===== src/rtl/cpu_isa_pkg.sv =====
// ISA definitions shared by the program loader and the control decoder:
// operation kinds, opcodes, field positions and loader states.
package cpu_isa_pkg;

  // Kinds 14 and 15 are unassigned and rejected as illegal.
  typedef enum logic [3:0] {
    OP_ALU  = 4'd0,
    OP_LI   = 4'd1,
    OP_LUI  = 4'd2,
    OP_ADDI = 4'd3,
    OP_ANDI = 4'd4,
    OP_ORI  = 4'd5,
    OP_LB   = 4'd6,
    OP_SB   = 4'd7,
    OP_LW   = 4'd8,
    OP_SW   = 4'd9,
    OP_BEQ  = 4'd10,
    OP_BNE  = 4'd11,
    OP_B    = 4'd12,
    OP_NOP  = 4'd13
  } op_kind_t;

  localparam logic [5:0] OPC_ALU  = 6'b100000;
  localparam logic [5:0] OPC_LI   = 6'b111000;
  localparam logic [5:0] OPC_LUI  = 6'b111001;
  localparam logic [5:0] OPC_ADDI = 6'b110000;
  localparam logic [5:0] OPC_ANDI = 6'b110010;
  localparam logic [5:0] OPC_ORI  = 6'b110011;
  localparam logic [5:0] OPC_LB   = 6'b000011;
  localparam logic [5:0] OPC_SB   = 6'b000111;
  localparam logic [5:0] OPC_LW   = 6'b001111;
  localparam logic [5:0] OPC_SW   = 6'b011111;
  localparam logic [5:0] OPC_BEQ  = 6'b000000;
  localparam logic [5:0] OPC_BNE  = 6'b000001;
  localparam logic [5:0] OPC_B    = 6'b111111;

  localparam int OPC_LSB = 26;
  localparam int RS_LSB  = 21;
  localparam int RD_LSB  = 16;
  localparam int RT_LSB  = 11;

  typedef enum logic [1:0] {
    ST_IDLE   = 2'd0,
    ST_ENCODE = 2'd1,
    ST_WRITE  = 2'd2,
    ST_DONE   = 2'd3
  } ld_state_t;

  function automatic logic [5:0] kind_opcode(input logic [3:0] kind);
    case (kind)
      OP_ALU:  return OPC_ALU;
      OP_LI:   return OPC_LI;
      OP_LUI:  return OPC_LUI;
      OP_ADDI: return OPC_ADDI;
      OP_ANDI: return OPC_ANDI;
      OP_ORI:  return OPC_ORI;
      OP_LB:   return OPC_LB;
      OP_SB:   return OPC_SB;
      OP_LW:   return OPC_LW;
      OP_SW:   return OPC_SW;
      OP_BEQ:  return OPC_BEQ;
      OP_BNE:  return OPC_BNE;
      OP_B:    return OPC_B;
      default: return 6'b000000;
    endcase
  endfunction

endpackage


===== src/rtl/instr_field_pack.sv =====
// Combinational packer: operation kind plus fields -> 32-bit instruction word,
// with a legality flag for unassigned kinds.
module instr_field_pack
  import cpu_isa_pkg::*;
(
  input  logic [3:0]  kind,
  input  logic [4:0]  rs,
  input  logic [4:0]  rd,
  input  logic [4:0]  rt,
  input  logic [15:0] immed,
  input  logic [3:0]  func,
  output logic [31:0] word,
  output logic        legal
);

  logic [5:0] opc;

  always_comb begin
    opc   = kind_opcode(kind);
    word  = '0;
    legal = 1'b1;
    case (kind)
      OP_ALU:  word = {opc, rs, rd, rt, 7'b0, func};
      // Load-immediate forms never carry a source register.
      OP_LI, OP_LUI: word = {opc, 5'b0, rd, immed};
      OP_ADDI, OP_ANDI, OP_ORI, OP_LB, OP_SB, OP_LW, OP_SW, OP_BEQ, OP_BNE:
        word = {opc, rs, rd, immed};
      OP_B:    word = {opc, 10'b0, immed};
      OP_NOP:  word = '0;
      default: legal = 1'b0;
    endcase
  end

endmodule


===== src/rtl/instr_encoder_loader.sv =====
// Program loader: accepts instruction descriptions over valid/ready, packs them
// and writes them to consecutive instruction-memory words.
//
//   state     | meaning
//   ----------+-------------------------------------------------------------
//   ST_IDLE   | waiting for a description (ready unless full/start)
//   ST_ENCODE | packed word captured, moved to the write data register
//   ST_WRITE  | imem_wren high for this cycle, then addr/count advance
//   ST_DONE   | last instruction written, loader closed until start/rst
module instr_encoder_loader
  import cpu_isa_pkg::*;
#(
  parameter int DEPTH  = 1024,
  parameter int ADDR_W = 10
) (
  input  logic              clk,
  input  logic              rst,
  input  logic              start,
  input  logic              in_valid,
  output logic              in_ready,
  input  logic [3:0]        in_kind,
  input  logic [4:0]        in_rs,
  input  logic [4:0]        in_rd,
  input  logic [4:0]        in_rt,
  input  logic [15:0]       in_immed,
  input  logic [3:0]        in_func,
  input  logic              in_last,
  output logic              imem_wren,
  output logic [ADDR_W-1:0] imem_addr,
  output logic [31:0]       imem_wrdata,
  output logic [ADDR_W:0]   count,
  output logic              full,
  output logic              done,
  output logic              err_illegal
);

  localparam logic [ADDR_W:0] DEPTH_C = (ADDR_W+1)'(DEPTH);

  ld_state_t         state_q, state_d;
  logic [ADDR_W-1:0] addr_q, addr_d;
  logic [ADDR_W:0]   count_q, count_d, count_inc;
  logic              full_q, full_d;
  logic              done_q, done_d;
  logic              err_q, err_d;
  logic              last_q, last_d;
  logic              wren_q, wren_d;
  logic [31:0]       word_q, word_d;
  logic [31:0]       wrdata_q, wrdata_d;

  logic [31:0] pack_word;
  logic        pack_legal;
  logic        accept;

  instr_field_pack u_pack (
    .kind  (in_kind),
    .rs    (in_rs),
    .rd    (in_rd),
    .rt    (in_rt),
    .immed (in_immed),
    .func  (in_func),
    .word  (pack_word),
    .legal (pack_legal)
  );

  assign in_ready  = ~rst & ~start & (state_q == ST_IDLE) & ~full_q;
  assign accept    = in_valid & in_ready;
  assign count_inc = count_q + (ADDR_W+1)'(1);

  always_comb begin
    state_d  = state_q;
    addr_d   = addr_q;
    count_d  = count_q;
    full_d   = full_q;
    done_d   = done_q;
    err_d    = 1'b0;
    last_d   = last_q;
    wren_d   = 1'b0;
    word_d   = word_q;
    wrdata_d = wrdata_q;
    case (state_q)
      ST_IDLE: begin
        if (accept) begin
          if (pack_legal) begin
            word_d  = pack_word;
            last_d  = in_last;
            state_d = ST_ENCODE;
          end else begin
            err_d = 1'b1;
          end
        end
      end
      ST_ENCODE: begin
        wrdata_d = word_q;
        wren_d   = 1'b1;
        state_d  = ST_WRITE;
      end
      ST_WRITE: begin
        count_d = count_inc;
        // Address saturates at the top word so it never wraps past DEPTH.
        if (count_inc == DEPTH_C) full_d = 1'b1;
        else                      addr_d = addr_q + ADDR_W'(1);
        if (last_q) begin
          done_d  = 1'b1;
          state_d = ST_DONE;
        end else begin
          state_d = ST_IDLE;
        end
      end
      ST_DONE: state_d = ST_DONE;
      default: state_d = ST_IDLE;
    endcase
    if (start) begin
      state_d = ST_IDLE;
      addr_d  = '0;
      count_d = '0;
      full_d  = 1'b0;
      done_d  = 1'b0;
      err_d   = 1'b0;
      wren_d  = 1'b0;
    end
  end

  always_ff @(posedge clk) begin
    if (rst) begin
      state_q  <= ST_IDLE;
      addr_q   <= '0;
      count_q  <= '0;
      full_q   <= 1'b0;
      done_q   <= 1'b0;
      err_q    <= 1'b0;
      last_q   <= 1'b0;
      wren_q   <= 1'b0;
      word_q   <= '0;
      wrdata_q <= '0;
    end else begin
      state_q  <= state_d;
      addr_q   <= addr_d;
      count_q  <= count_d;
      full_q   <= full_d;
      done_q   <= done_d;
      err_q    <= err_d;
      last_q   <= last_d;
      wren_q   <= wren_d;
      word_q   <= word_d;
      wrdata_q <= wrdata_d;
    end
  end

  // A start landing on the WRITE cycle discards that word.
  assign imem_wren   = wren_q & ~start & ~rst;
  assign imem_addr   = addr_q;
  assign imem_wrdata = wrdata_q;
  assign count       = count_q;
  assign full        = full_q;
  assign done        = done_q;
  assign err_illegal = err_q;

endmodule

===== config.mk =====
export PLATFORM = sky130hd
export DESIGN_NAME = instr_encoder_loader
export DESIGN_NICKNAME = d
export VERILOG_FILES = /design/src/rtl/cpu_isa_pkg.sv /design/src/rtl/instr_field_pack.sv /design/src/rtl/instr_encoder_loader.sv
export SDC_FILE = /design/constraint.sdc
export NUM_CORES = 1
export LEC_CHECK = 0
export ABC_CLOCK_PERIOD_IN_PS = 4000
export CELL_PAD_IN_SITES_DETAIL_PLACEMENT = 1
export CELL_PAD_IN_SITES_GLOBAL_PLACEMENT = 2
export CORE_ASPECT_RATIO = 0.7
export CORE_MARGIN = 3
export CORE_UTILIZATION = 30
export DETAILED_ROUTE_END_ITERATION = 6
export GPL_TIMING_DRIVEN = 0
export PLACE_DENSITY = 0.9
export SLEW_MARGIN = 10
export SYNTH_ARGS = -nofsm -noshare
export SYNTH_HDL_FRONTEND = slang
export SYNTH_SLANG_ARGS = --single-unit

===== constraint.sdc =====
create_clock -name clk -period 4 [get_ports clk]
set_input_delay 0.8 -clock clk [delete_from_list [all_inputs] [get_ports clk]]
set_output_delay 0.8 -clock clk [all_outputs]
set_load 0.05 [all_outputs]

---- After elaboration in Yosys (flattened, before gate mapping) ----
Memories as Yosys holds them, arrays and structs flattened.
Index checks and enable logic that the tools add are counted.
storage, ports and cells
  register bits after elaboration ......... 92
  memory bits (read-only) ................. 96
  input port bits ......................... 44
  output and inout bits ................... 58
  logic and storage cells ................. 64
  memories ................................ 1
memories
  name             depth  bits a word  read ports  clocked after memory_dff  write ports  line               RTL
  (no name shown)  16     6            1           0                         0            cpu_isa_pkg.sv:50  case (kind)
cells by class
  add/sub/neg operators ................... 2
  equal/unequal tests ..................... 19
  muxes and demuxes ....................... 8
  bitwise logic cells ..................... 12
  reductions and logical operators ........ 12
operators by type and width
  operator                                              number
  one-hot mux 32 bit (4 select lines)                   1
  equality test 4 bit (second input constant)           6
  equality test 4 x 3 -> 1 bit (second input constant)  4
  OR reduction 14 bit                                   1
  adder 11 x 1 -> 11 bit (second input constant)        1
  equality test 11 bit (second input constant)          1
  adder 10 x 1 -> 10 bit (second input constant)        1
  OR reduction 9 bit                                    1
  equality test 4 x 2 -> 1 bit (second input constant)  2
  one-hot mux 2 bit (4 select lines)                    1
  AND reduction 2 bit                                   4
  bitwise AND 1 bit                                     6
  2-to-1 mux 2 bit                                      3
  inverter 1 bit                                        6
  equality test 2 bit (second input constant)           2
  equality test 4 x 1 -> 1 bit (second input constant)  1
  logical NOT 4 bit                                     1
  != test 2 bit (second input constant)                 2
  OR reduction 2 bit                                    2
  OR reduction 4 bit                                    1
  2-to-1 mux 1 bit                                      3
  AND reduction 3 bit                                   1
  equality test 2 x 1 -> 1 bit (second input constant)  1
  logical NOT 2 bit                                     1

---- Longest topological paths before layout ----
Gate-level depths: netlist of run 1.
  depth in word-level cells ............... 7
  mapped depth ............................ 10
  depth with buffers taken out ............ 8

---- By module ----
A second synthesis of run 1 with hierarchy kept.
unflattened totals
  cell total of the unflattened synthesis .. 533
  area, all modules ....................... 4162.7 um2
by module, submodules not included
  module                times used  cells an instance  area each (um2)
  instr_encoder_loader  1           459                3671.0
  instr_field_pack      1           74                 491.7

---- Worst setup path before layout of run 1 ----
Ideal clock, no wire load.
  path kind ............................... register to register
  start point ............................. register count_q[0] (netlist: count[0])
  end point ............................... register addr_q[7] (netlist: imem_addr[7])
  library setup time ...................... 0.070 ns
  arrival time ............................ 2.563 ns
  required time ........................... 3.930 ns
  setup slack ............................. 1.368 ns
  stages on the path, launching flop included .. 10
  period minus slack after synthesis ...... 2.632 ns
  cell sequence ........................... dfxtp_1 -> ha_1 -> clkbuf_1 -> nand3_1 -> nor2_4 -> mux2i_1 -> a2111oi_2 -> buf_6 -> or4_1 -> a21oi_1
on the way
  longest elaborated chain between the ends .. 4
ends and longest elaborated chain
  element                               line                         RTL
  start: declaration                    instr_encoder_loader.sv:41   logic [ADDR_W:0] count_q, count_d, count_inc;
  start signal: assignment              instr_encoder_loader.sv:138  count_q <= count_d;
  adder 11 x 1 -> 11 bit                instr_encoder_loader.sv:67   assign count_inc = count_q + (ADDR_W+1)'(1);
  equality test 11 bit                  instr_encoder_loader.sv:100  if (count_inc == DEPTH_C) full_d = 1'b1;
  inverter 1 bit (no source line)       -
  AND reduction 2 bit (no source line)  -
  end signal: assignment                instr_encoder_loader.sv:137  addr_q <= addr_d;
  end: declaration                      instr_encoder_loader.sv:40   logic [ADDR_W-1:0] addr_q, addr_d;
No other way between the ends.
A chain may end at the register's enable or synchronous reset.

---- Final worst setup path of run 1 ----
  start point ............................. input rst
  end point ............................... output imem_wren
on the way
  longest elaborated chain between the ends .. 2
ends and longest elaborated chain
  element             line                         RTL
  start: declaration  instr_encoder_loader.sv:17   input logic rst,
  inverter 1 bit      instr_encoder_loader.sv:150  assign imem_wren = wren_q & ~start & ~rst;
  bitwise AND 1 bit   instr_encoder_loader.sv:150
  end: declaration    instr_encoder_loader.sv:28   output logic imem_wren,
No other way between the ends.

==> summary.md, run 1 <==
| Metric | Value |
|---|---|
| Final instance area | 5470 um^2 |
| FP Rows | 34 |
| Fin crit period | 3.43 ns |
| CORE AREA | 12600 um^2 |
| Reg clk slew, reported paths | 0.07 ns |
| Metal3 WL | 410 um |
| Synth Flop Type | dfxtp_1 |
| Residual DRC | 0 |
| DR top layer | met4 |
| Setup crit start kind | input pin |
| Postcts setup bufs | 0 |
| Reg2reg setup slack | 1.16 ns |
| Worst Path Required | 3.20 ns |
| Setup TNS | 0 ns |
| Final WL | 12500 um |
| DRT Pass-1 Iters | 4 |
| Status | complete, no violations |
| ANT cells | 0 |
| Peak VDD IR | 0.176 mV |
| Seq/Total Area, Yosys | 46.8% |
| Syn Area/Cell | 8.25 um^2 |
| RSZ-0062 raised after global routing | false |
| Post-cts gate resize count | 0 |
| Hold Fails Final Rpt | 0 |
| R2r endpoint | imem_addr[1] |
| Final setup viols | 0 |
| Mapped cell area | 3940 um^2 |
| CTS Buf Count | 9 |
| Initial core utilization | 31.1% |
| Largest net degree at the start of global routing | 17 |
| Total Power | 2.03 mW |
| Synth warn | 0 |
| Routed wire length per instance | 16.5 um |
| CP Class | input pin to output port |
| M1 WL | 6480 um |
| Worst slew pin tran | 0.939 ns |
| Net count, final | 641 |
| FF-to-FF path depth | 10 |
| Post-layout util | 43.3% |
| CP endpoint kind | output port |
| Leak | 1.83 nW |
| Finished Layout Cells | 756 |
| Worst slack, placed | 0.340 ns |
| DIE WIDTH | 143 um |
| Proportion of layout cells with a drive suffix above 1 | 4.88% |
| Antenna violations before repair | 0 |
| Distinct cells, synth | 53 |
| Gate Count Post-Synth | 477 |
| CTS Buffer Depth | 2 |
| Die height | 102 um |
| Post-DRT Antenna Nets | 0 |
| EDFF count, synth | 0 |
| Hold Path Class | flip-flop to flip-flop |
| Worst hold slack | 0.453 ns |
| Clk root buf | clkbuf_16 |
| Gpl congestion | 0.786 |
| Final Max Slew Viols | 0 |
| CTS tree | built |
| Initial drt markers | 149 |
| Hold Buf Count CTS | 0 |
| Hold path endpoint | imem_wrdata[10] |
| GRT overflow | 0 |
| Most frequent cells in the layout | 101 x clkdlybuf4s50_1, 95 x nand2_1, 92 x dfxtp_1 |
| Max_cap viols | 0 |
| Reg2Reg Launch Point | count[0] |
| Worst setup margin | 0.574 ns |
| DP Cell Count | 740 |
| Post-synth ARST share | 0% |
| DR vias/cell | 4.94 |
| F_max | 0.292 GHz |
| Hold_sp | word_q[10] |
| Synth Register Bits | 92 |
| Routed vias | 3734 |
| Global-route wire length before repair | 20100 um |
| Top-Level Pins | 102 |
| Clk sinks | 92 |
| Slew Limit Headroom | 37.1% |
| P&R area growth vs syn | 39.1% |
| Post-route clock period utilization | 85.6% |
| Clk Latency, worst-skew pair | 0.34 ns |
| Setup Skew | 0.00507 ns |
| Pwr/cell area | 370 nW/um^2 |
| Most common library cell in the layout ignoring fill and taps | clkdlybuf4s50_1 |
| Critical Path Fanout Max | 6 |
| Tot GR Track Use | 17.3% |
| Input/output buffers | 101 |
| DIE AREA | 14500 um^2 |
| Met2 WL | 5490 um |
| Placed cell area | 5150 um^2 |
| Worst Path Arrival | 2.63 ns |
| WHS Path Cells | 2 |
| Vias in the first global route | 3884 |
| H-Tree Depth | 3 |
| Syn nets | 529 |
| Dpl hpwl | 9480 um |
==> where the power goes <==
group / switching, mW / internal [mW]
sequential: 0.00569 / 0.924
combinational: 0.0895 / 0.0705
clock: 0.385 / 0.553
==> cell type report <==
| class | count | area, um^2 |
|---|---|---|
| repair buffers | 101 | 1010 |
| plain buffers | 32 | 140 |
| flip-flops and latches | 92 | 1840 |
| well taps | 162 | 203 |
| clock buffers | 9 | 225 |
| fillers | 1483 | 7160 |
| inverters | 6 | 22.5 |
| multi-input cells | 347 | 1930 |
| clock inverters | 7 | 98.8 |
==> synth_stat cells, drive strengths merged, types with 8 or more instances <==
| master | count | share of area (%) |
|---|---|---|
| a22o | 9 | 2.0 |
| nand2 | 95 | 9.1 |
| or3 | 9 | 1.4 |
| nand3 | 16 | 2.2 |
| a22oi | 21 | 4.0 |
| o21ai | 16 | 2.1 |
| a21oi | 58 | 7.5 |
| dfxtp | 92 | 47 |
| ha | 8 | 2.5 |
| nor2 | 44 | 4.4 |
| clkbuf | 25 | 2.4 |
==> critical path: stages <==
cell and delay [ns]:
clkdlybuf4s50_1 0.51, nor2_1 0.30, and2_1 0.19, clkdlybuf4s50_1 0.82
==> flip-flops by register name, indices dropped and copies added, names as in the netlist <==
signal,cells
full,1
wren_q,1
err_illegal,1
state_q,2
done,1
imem_addr,10
last_q,1
imem_wrdata,32
count,11
word_q,32
==> worst max path at each step <==
stage / to / slack, ns / from / cells past startpoint
floorplan: imem_addr[7] / 1.37 / count[0] / 9
global placement: word_q[13] / 0.38 / in_kind[1] / 11
detailed placement: word_q[13] / 0.34 / in_kind[1] / 11
CTS: in_ready / 0.55 / rst / 4
global route: imem_wren / 0.43 / rst / 4
finish: imem_wren / 0.57 / rst / 4
==> cell families (layout without fill, tap and decap cells) <==
logic type | Yosys count | count (layout) | share of synthesized area [%]
adders and majority gates | 8 | 8 | 2.54
muxes | 4 | 4 | 1.02
and+or+nand+nor | 200 | 200 | 23.3
xor gates and xnor gates | 13 | 13 | 2.89
buffers and inverters | 38 | 155 | 4.13
AOI/OAI and AO/OA | 122 | 122 | 19.3
DFF | 92 | 92 | 46.8
==> routing by layer <==
metal  track usage [%]  vias up
met2              27.0       72
met1              24.8     1777
li1                  -     1878
met3              3.93        7
met5                 0        -
met4              3.14        0
(Power assumes the default switching activity.)
==> run 2, diff against run 1 <==
--- a/config.mk
+++ b/config.mk
@@ -8,10 +8,11 @@
 export ABC_CLOCK_PERIOD_IN_PS = 4000
 export CELL_PAD_IN_SITES_DETAIL_PLACEMENT = 1
 export CELL_PAD_IN_SITES_GLOBAL_PLACEMENT = 2
-export CORE_ASPECT_RATIO = 0.7
+export CORE_ASPECT_RATIO = 1.25
 export CORE_MARGIN = 3
 export CORE_UTILIZATION = 30
 export DETAILED_ROUTE_END_ITERATION = 6
+export GPL_ROUTABILITY_DRIVEN = 0
 export GPL_TIMING_DRIVEN = 0
 export PLACE_DENSITY = 0.9
 export SLEW_MARGIN = 10
==> run 2 against run 1 <==
- non-clock buffer count unchanged
- highest routed layer unchanged
- die area about the same
- register-to-register slack better by 0.15 ns
- final area down 0.25%
- critical endpoint unchanged
- clock power down 6.7%
- sequential power about the same
- cell count up 0.79%
- global-route usage up 0.20 points
==> summary.md, run 2 (synthesized netlist as in run 1, its figures left out) <==
| Metric | Value |
|---|---|
| Slew Limit Headroom | 38.4% |
| GRT overflow | 0 |
| Clk root buf | clkbuf_16 |
| Initial drt markers | 148 |
| CP delay by family, top | buffers and inverters |
| Routed vias | 3781 |
| Tot GR Track Use | 17.5% |
| Clock power frac | 44.5% |
| ANT cells | 0 |
| Most used cell, CP | clkdlybuf4s50_1 |
| Net count, final | 641 |
| Final instance area | 5460 um^2 |
| DIE WIDTH | 108 um |
| Most common library cell in the layout ignoring fill and taps | clkdlybuf4s50_1 |
| Psw | 465 uW |
| Sw frac | 23.7% |
| Pwr/cell area | 360 nW/um^2 |
| Largest net degree at the start of global routing | 16 |
| Post-route clock period utilization | 87.3% |
| Setup crit start kind | input pin |
| Final Max Slew Viols | 0 |
| P&R area growth vs syn | 38.7% |
| FP Rows | 46 |
| Clk sinks | 92 |
| Final WL | 12200 um |
| Worst Path Arrival | 2.69 ns |
| CTS tree | built |
| Max_cap viols | 0 |
| Post-DRT Antenna Nets | 0 |
| CP endpoint kind | output port |
| DRT Pass-1 Iters | 4 |
| Total Power | 1.96 mW |
| Setup TNS | 0 ns |
| Crit path buffers/inverters | 2 |
| Postcts setup bufs | 0 |
| CTS Buffer Depth | 2 |
| Final setup viols | 0 |
| Antenna violations before repair | 0 |
| Die height | 134 um |
| Vias in the first global route | 4024 |
| DIE AREA | 14500 um^2 |
| RSZ-0062 raised after global routing | false |
| Hold Path Class | flip-flop to flip-flop |
| Clk Latency, worst-skew pair | 0.35 ns |
| Leak | 1.82 nW |
| Hold Fails Final Rpt | 0 |
| F_max | 0.286 GHz |
| Placed cell area | 5160 um^2 |
| Input/output buffers | 101 |
| Peak VDD IR | 0.185 mV |
| CP Launch Point | rst |
| CORE AREA | 12800 um^2 |
| Hold_sp | word_q[31] |
| Setup Skew | 0.00711 ns |
| Status | complete, no violations |
| Worst slew pin tran | 0.920 ns |
| Pint | 1.50 mW |
| Worst hold slack | 0.454 ns |
| Initial core utilization | 30.8% |
| Routed wire length per instance | 16.0 um |
| Hold Buf Count CTS | 0 |
| Post-cts gate resize count | 0 |
| Slowest stage delay, CP | 0.81 ns |
| Critical path cell sequence | clkdlybuf4s50_1, nor2_1, and2_1, clkdlybuf4s50_1 |
| Fin crit period | 3.49 ns |
| Residual DRC | 0 |
| Comb pwr share | 8.1% |
| Most frequent cells in the layout | 101 x clkdlybuf4s50_1, 95 x nand2_1, 92 x dfxtp_1 |
| DR vias/cell | 4.96 |
| CTS Buf Count | 9 |
| Global-route wire length before repair | 20100 um |
| Proportion of layout cells with a drive suffix above 1 | 4.71% |
| Critical Path Fanout Max | 6 |
| Slowest CP cell | clkdlybuf4s50_1 |
| Reg2Reg Launch Point | count[0] |
| Top-Level Pins | 102 |
| H-Tree Depth | 3 |
| Seq pwr share | 47.4% |
| Dpl hpwl | 9210 um |
| Worst Path Required | 3.20 ns |
| Reg clk slew, reported paths | 0.07 ns |
| CP Class | input pin to output port |
==> run 2: changes by cell type in the layout (fill, tap and decap cells not counted) <==
cell and delta:
clkbuf_8 +1, inv_6 -1, clkbuf_1 +1, bufinv_16 -1
==> run 2: worst reg2reg max path, cell delays in order, from the launching register on <==
cell       delay, ns
dfxtp_1         0.50
ha_1            0.20
clkbuf_1        0.26
nand3_1         0.17
nor2_4          0.16
nand4b_1        0.14
a2111oi_2       0.58
buf_6           0.22
buf_8           0.14
nand3b_1        0.13
a21oi_2         0.06
==> run 2: power by group through the flow <==
| stage | clock, mW | combinational (mW) | sequential, mW |
|---|---|---|---|
| after floorplan | 0 | 0.0760 | 0.954 |
| after global placement | 0 | 0.156 | 0.951 |
| after detailed placement | 0 | 0.161 | 0.951 |
| after CTS | 0.892 | 0.162 | 0.930 |
| after global routing | 0.941 | 0.176 | 0.931 |
| final | 0.874 | 0.159 | 0.931 |
==> run 2: layer usage <==
| layer | wire (um) | global-route usage [%] | vias to the layer above |
|---|---|---|---|
| met5 | 0 | 0 | - |
| met4 | 197 | 6.11 | 0 |
| met3 | 535 | 3.71 | 15 |
| li1 | - | - | 1873 |
| met2 | 6290 | 30.8 | 86 |
| met1 | 5150 | 20.8 | 1807 |
==> run 2: cell type report <==
| cell class | count | area, um^2 |
|---|---|---|
| Clock inverter | 5 | 60.1 |
| Fill cell | 1563 | 7320 |
| Sequential cell | 92 | 1840 |
| Inverter | 6 | 22.5 |
| Tap cell | 168 | 210 |
| Timing Repair Buffer | 101 | 1010 |
| Buffer | 32 | 140 |
| Clock buffer | 11 | 243 |
| Multi-Input combinational cell | 347 | 1930 |
==> run 2: metrics by stage <==
stage | instances | worst slack [ns] | utilization, %
finish | 762 | 0.508 | 42.7
global route | 762 | 0.350 | 42.7
CTS | 762 | 0.495 | 42.7
detailed placement | 746 | 0.244 | 40.4
global placement | 746 | 0.385 | 40.4
floorplan | 477 | 1.37 | -
==> run 2: path summary, 6_finish.rpt <==
check	end	slack (ns)	depth (start not counted)
worst max-delay path	imem_wren	0.51	4
worst min-delay path	imem_wrdata[31]	0.45	2
worst max register to register	imem_addr[1]	1.31	10
worst min register to register	imem_wrdata[31]	0.45	2
==> run 3, diff against run 2 <==
--- a/config.mk
+++ b/config.mk
@@ -5,16 +5,16 @@
 export SDC_FILE = /design/constraint.sdc
 export NUM_CORES = 1
 export LEC_CHECK = 0
-export ABC_CLOCK_PERIOD_IN_PS = 4000
+export ABC_CLOCK_PERIOD_IN_PS = 3400
 export CELL_PAD_IN_SITES_DETAIL_PLACEMENT = 1
 export CELL_PAD_IN_SITES_GLOBAL_PLACEMENT = 2
 export CORE_ASPECT_RATIO = 1.25
 export CORE_MARGIN = 3
-export CORE_UTILIZATION = 30
+export CORE_UTILIZATION = 28
+export CTS_CLUSTER_DIAMETER = 200
 export DETAILED_ROUTE_END_ITERATION = 6
 export GPL_ROUTABILITY_DRIVEN = 0
-export GPL_TIMING_DRIVEN = 0
-export PLACE_DENSITY = 0.9
+export PLACE_DENSITY = 0.85
 export SLEW_MARGIN = 10
 export SYNTH_ARGS = -nofsm -noshare
 export SYNTH_HDL_FRONTEND = slang
==> constraint.sdc (replaced) <==
create_clock -name clk -period 3.4 [get_ports clk]
set_input_delay 0.68 -clock clk [delete_from_list [all_inputs] [get_ports clk]]
set_output_delay 0.68 -clock clk [all_outputs]
set_load 0.05 [all_outputs]
==> run 3 against run 2 <==
- core utilization is 2.5 points lower
- critical endpoint is now word_q[12]
- power is 28% higher
- sequential power is 17% higher
- die area is 6.8% higher
- wire length is 3.7% lower
- setup slack better by 0.037 ns
- worst hold slack worse by 0.0051 ns
- largest cell class unchanged
- clock power is 42% higher
- critical path type is now input pin to flip-flop
- final area is 0.30% lower
- via count is 1.0% lower
- global-route usage is 2.2 points lower
- register-to-register slack worse by 0.40 ns
==> summary.md, run 3 (synthesized netlist as in run 1, its figures left out) <==
| Metric | Value |
|---|---|
| RSZ-0062 raised after global routing | false |
| Residual DRC | 0 |
| H-Tree Depth | 3 |
| R2r endpoint | imem_addr[7] |
| Proportion of layout cells with a drive suffix above 1 | 6.67% |
| Reg clk slew, reported paths | 0.07 ns |
| Post-cts gate resize count | 0 |
| Top-Level Pins | 102 |
| Postcts setup bufs | 0 |
| Antenna violations before repair | 0 |
| WHS Path Cells | 2 |
| # fillers | 1601 |
| CTS Buf Count | 9 |
| Dpl hpwl | 8220 um |
| Input/output buffers | 101 |
| Hold Buf Count CTS | 0 |
| Vias in the first global route | 3931 |
| CORE AREA | 13500 um^2 |
| Placed cell area | 5070 um^2 |
| DRT Pass-1 Iters | 4 |
| ANT cells | 0 |
| Die height | 139 um |
| Hold Path Class | flip-flop to flip-flop |
| Global-route wire length before repair | 19300 um |
| DR vias/cell | 5.05 |
| Final instance area | 5440 um^2 |
| Post-DRT Antenna Nets | 0 |
| Peak VDD IR | 0.190 mV |
| FP Rows | 47 |
| Fin crit period | 2.86 ns |
| Routed wire length per instance | 15.8 um |
| DIE WIDTH | 112 um |
| Setup Skew | 0.00761 ns |
| Hold Fails Final Rpt | 0 |
| Max_cap viols | 0 |
| Clk sinks | 92 |
| Most common library cell in the layout ignoring fill and taps | clkdlybuf4s50_1 |
| Final Max Slew Viols | 0 |
| Critical Path Fanout Max | 16 |
| Status | complete, no violations |
| Reg2Reg Launch Point | count[0] |
| Hold_sp | word_q[5] |
| Largest net degree at the start of global routing | 69 |
| Setup crit start kind | input pin |
| CP endpoint kind | flip-flop |
| Reg2reg setup slack | 0.91 ns |
| Final WL | 11700 um |
| F_max | 0.350 GHz |
| FF-to-FF path depth | 8 |
| Tot GR Track Use | 15.3% |
| Most frequent cells in the layout | 98 x clkdlybuf4s50_1, 95 x nand2_1, 92 x dfxtp_1 |
| Final setup viols | 0 |
| CP Class | input pin to flip-flop |
| Pwr/cell area | 463 nW/um^2 |
| CTS tree | built |
| CTS Buffer Depth | 2 |
| Routed vias | 3743 |
| Leak | 1.84 nW |
| Initial core utilization | 29.1% |
| Hold path endpoint | imem_wrdata[5] |
| Clk Latency, worst-skew pair | 0.34 ns |
| DIE AREA | 15500 um^2 |
| P&R area growth vs syn | 38.3% |
| Net count, final | 617 |
| Slew Limit Headroom | 53.3% |
| Post-route clock period utilization | 84.0% |
| Initial drt markers | 111 |
| Setup TNS | 0 ns |
| GRT overflow | 0 |
| Clk root buf | clkbuf_16 |
| Worst Path Arrival | 3.06 ns |
| Worst Path Required | 3.61 ns |
| Worst slew pin tran | 0.701 ns |
[run 3: cell count changes in the layout (fill, tap and decap cells not counted), moves of 3 or more]
cell	delta
clkdlybuf4s50_1	-3
buf_1	-4
bufinv_16	+3
buf_4	+10
clkbuf_1	-26
[run 3: area by class of cell]
cell class	instances	area (um^2)	area share, %
clock buffers	9	225	4.14
flip-flops and latches	92	1840	33.8
clock inverters	7	145	2.67
well taps	171	214	3.93
inverters	6	22.5	0.414
multi-input cells	347	1930	35.5
repair buffers	109	1060	19.5
[run 3: metrics by stage]
step | utilization, % | total power, mW | setup WS, ns | hold slack (ns) | std cells
final | 40.2 | 2.52 | 0.545 | 0.449 | 741
after global routing | 40.2 | 2.62 | 0.342 | 0.470 | 741
after CTS | 40.2 | 2.56 | 0.586 | 0.446 | 741
after detailed placement | 37.5 | 1.30 | 0.230 | 0.444 | 725
after global placement | 37.5 | 1.30 | 0.394 | 0.440 | 725
after floorplan | - | 1.21 | 0.768 | 0.432 | 477
[run 3: worst max path at each step]
stage / startpoint / to / slack [ns]
3_5_place_dp: in_kind[1] / word_q[12] / 0.23
6_report: in_kind[1] / word_q[12] / 0.54
3_3_place_gp: in_kind[1] / word_q[14] / 0.39
4_1_cts: in_kind[1] / word_q[11] / 0.59
2_1_floorplan: count[0] / imem_addr[7] / 0.77
5_1_grt: in_kind[1] / word_q[21] / 0.34
[run 3: where the power goes]
part	switching [mW]	leakage (nW)	internal, mW	total, mW
sequential	0.00659	0.742	1.09	1.09
combinational	0.100	0.918	0.0803	0.180
clock	0.446	0.177	0.798	1.24
[run 3: metal layers]
layer,track usage (%),share of wire (%),vias to the layer above
li1,-,-,1831
met1,17.6,42,1815
met2,27.5,52,83
met3,3.10,4.3,14
met4,5.82,1.5,0
met5,0,0,-
[run 3: worst max-delay path, stage by stage]
cell             delay (ns)
clkdlybuf4s50_1        0.59
inv_1                  0.15
ha_1                   0.24
nor3_1                 0.28
a21boi_1               0.16
or2_2                  0.47
a22o_1                 0.24
a22oi_1                0.17
nor2_1                 0.06
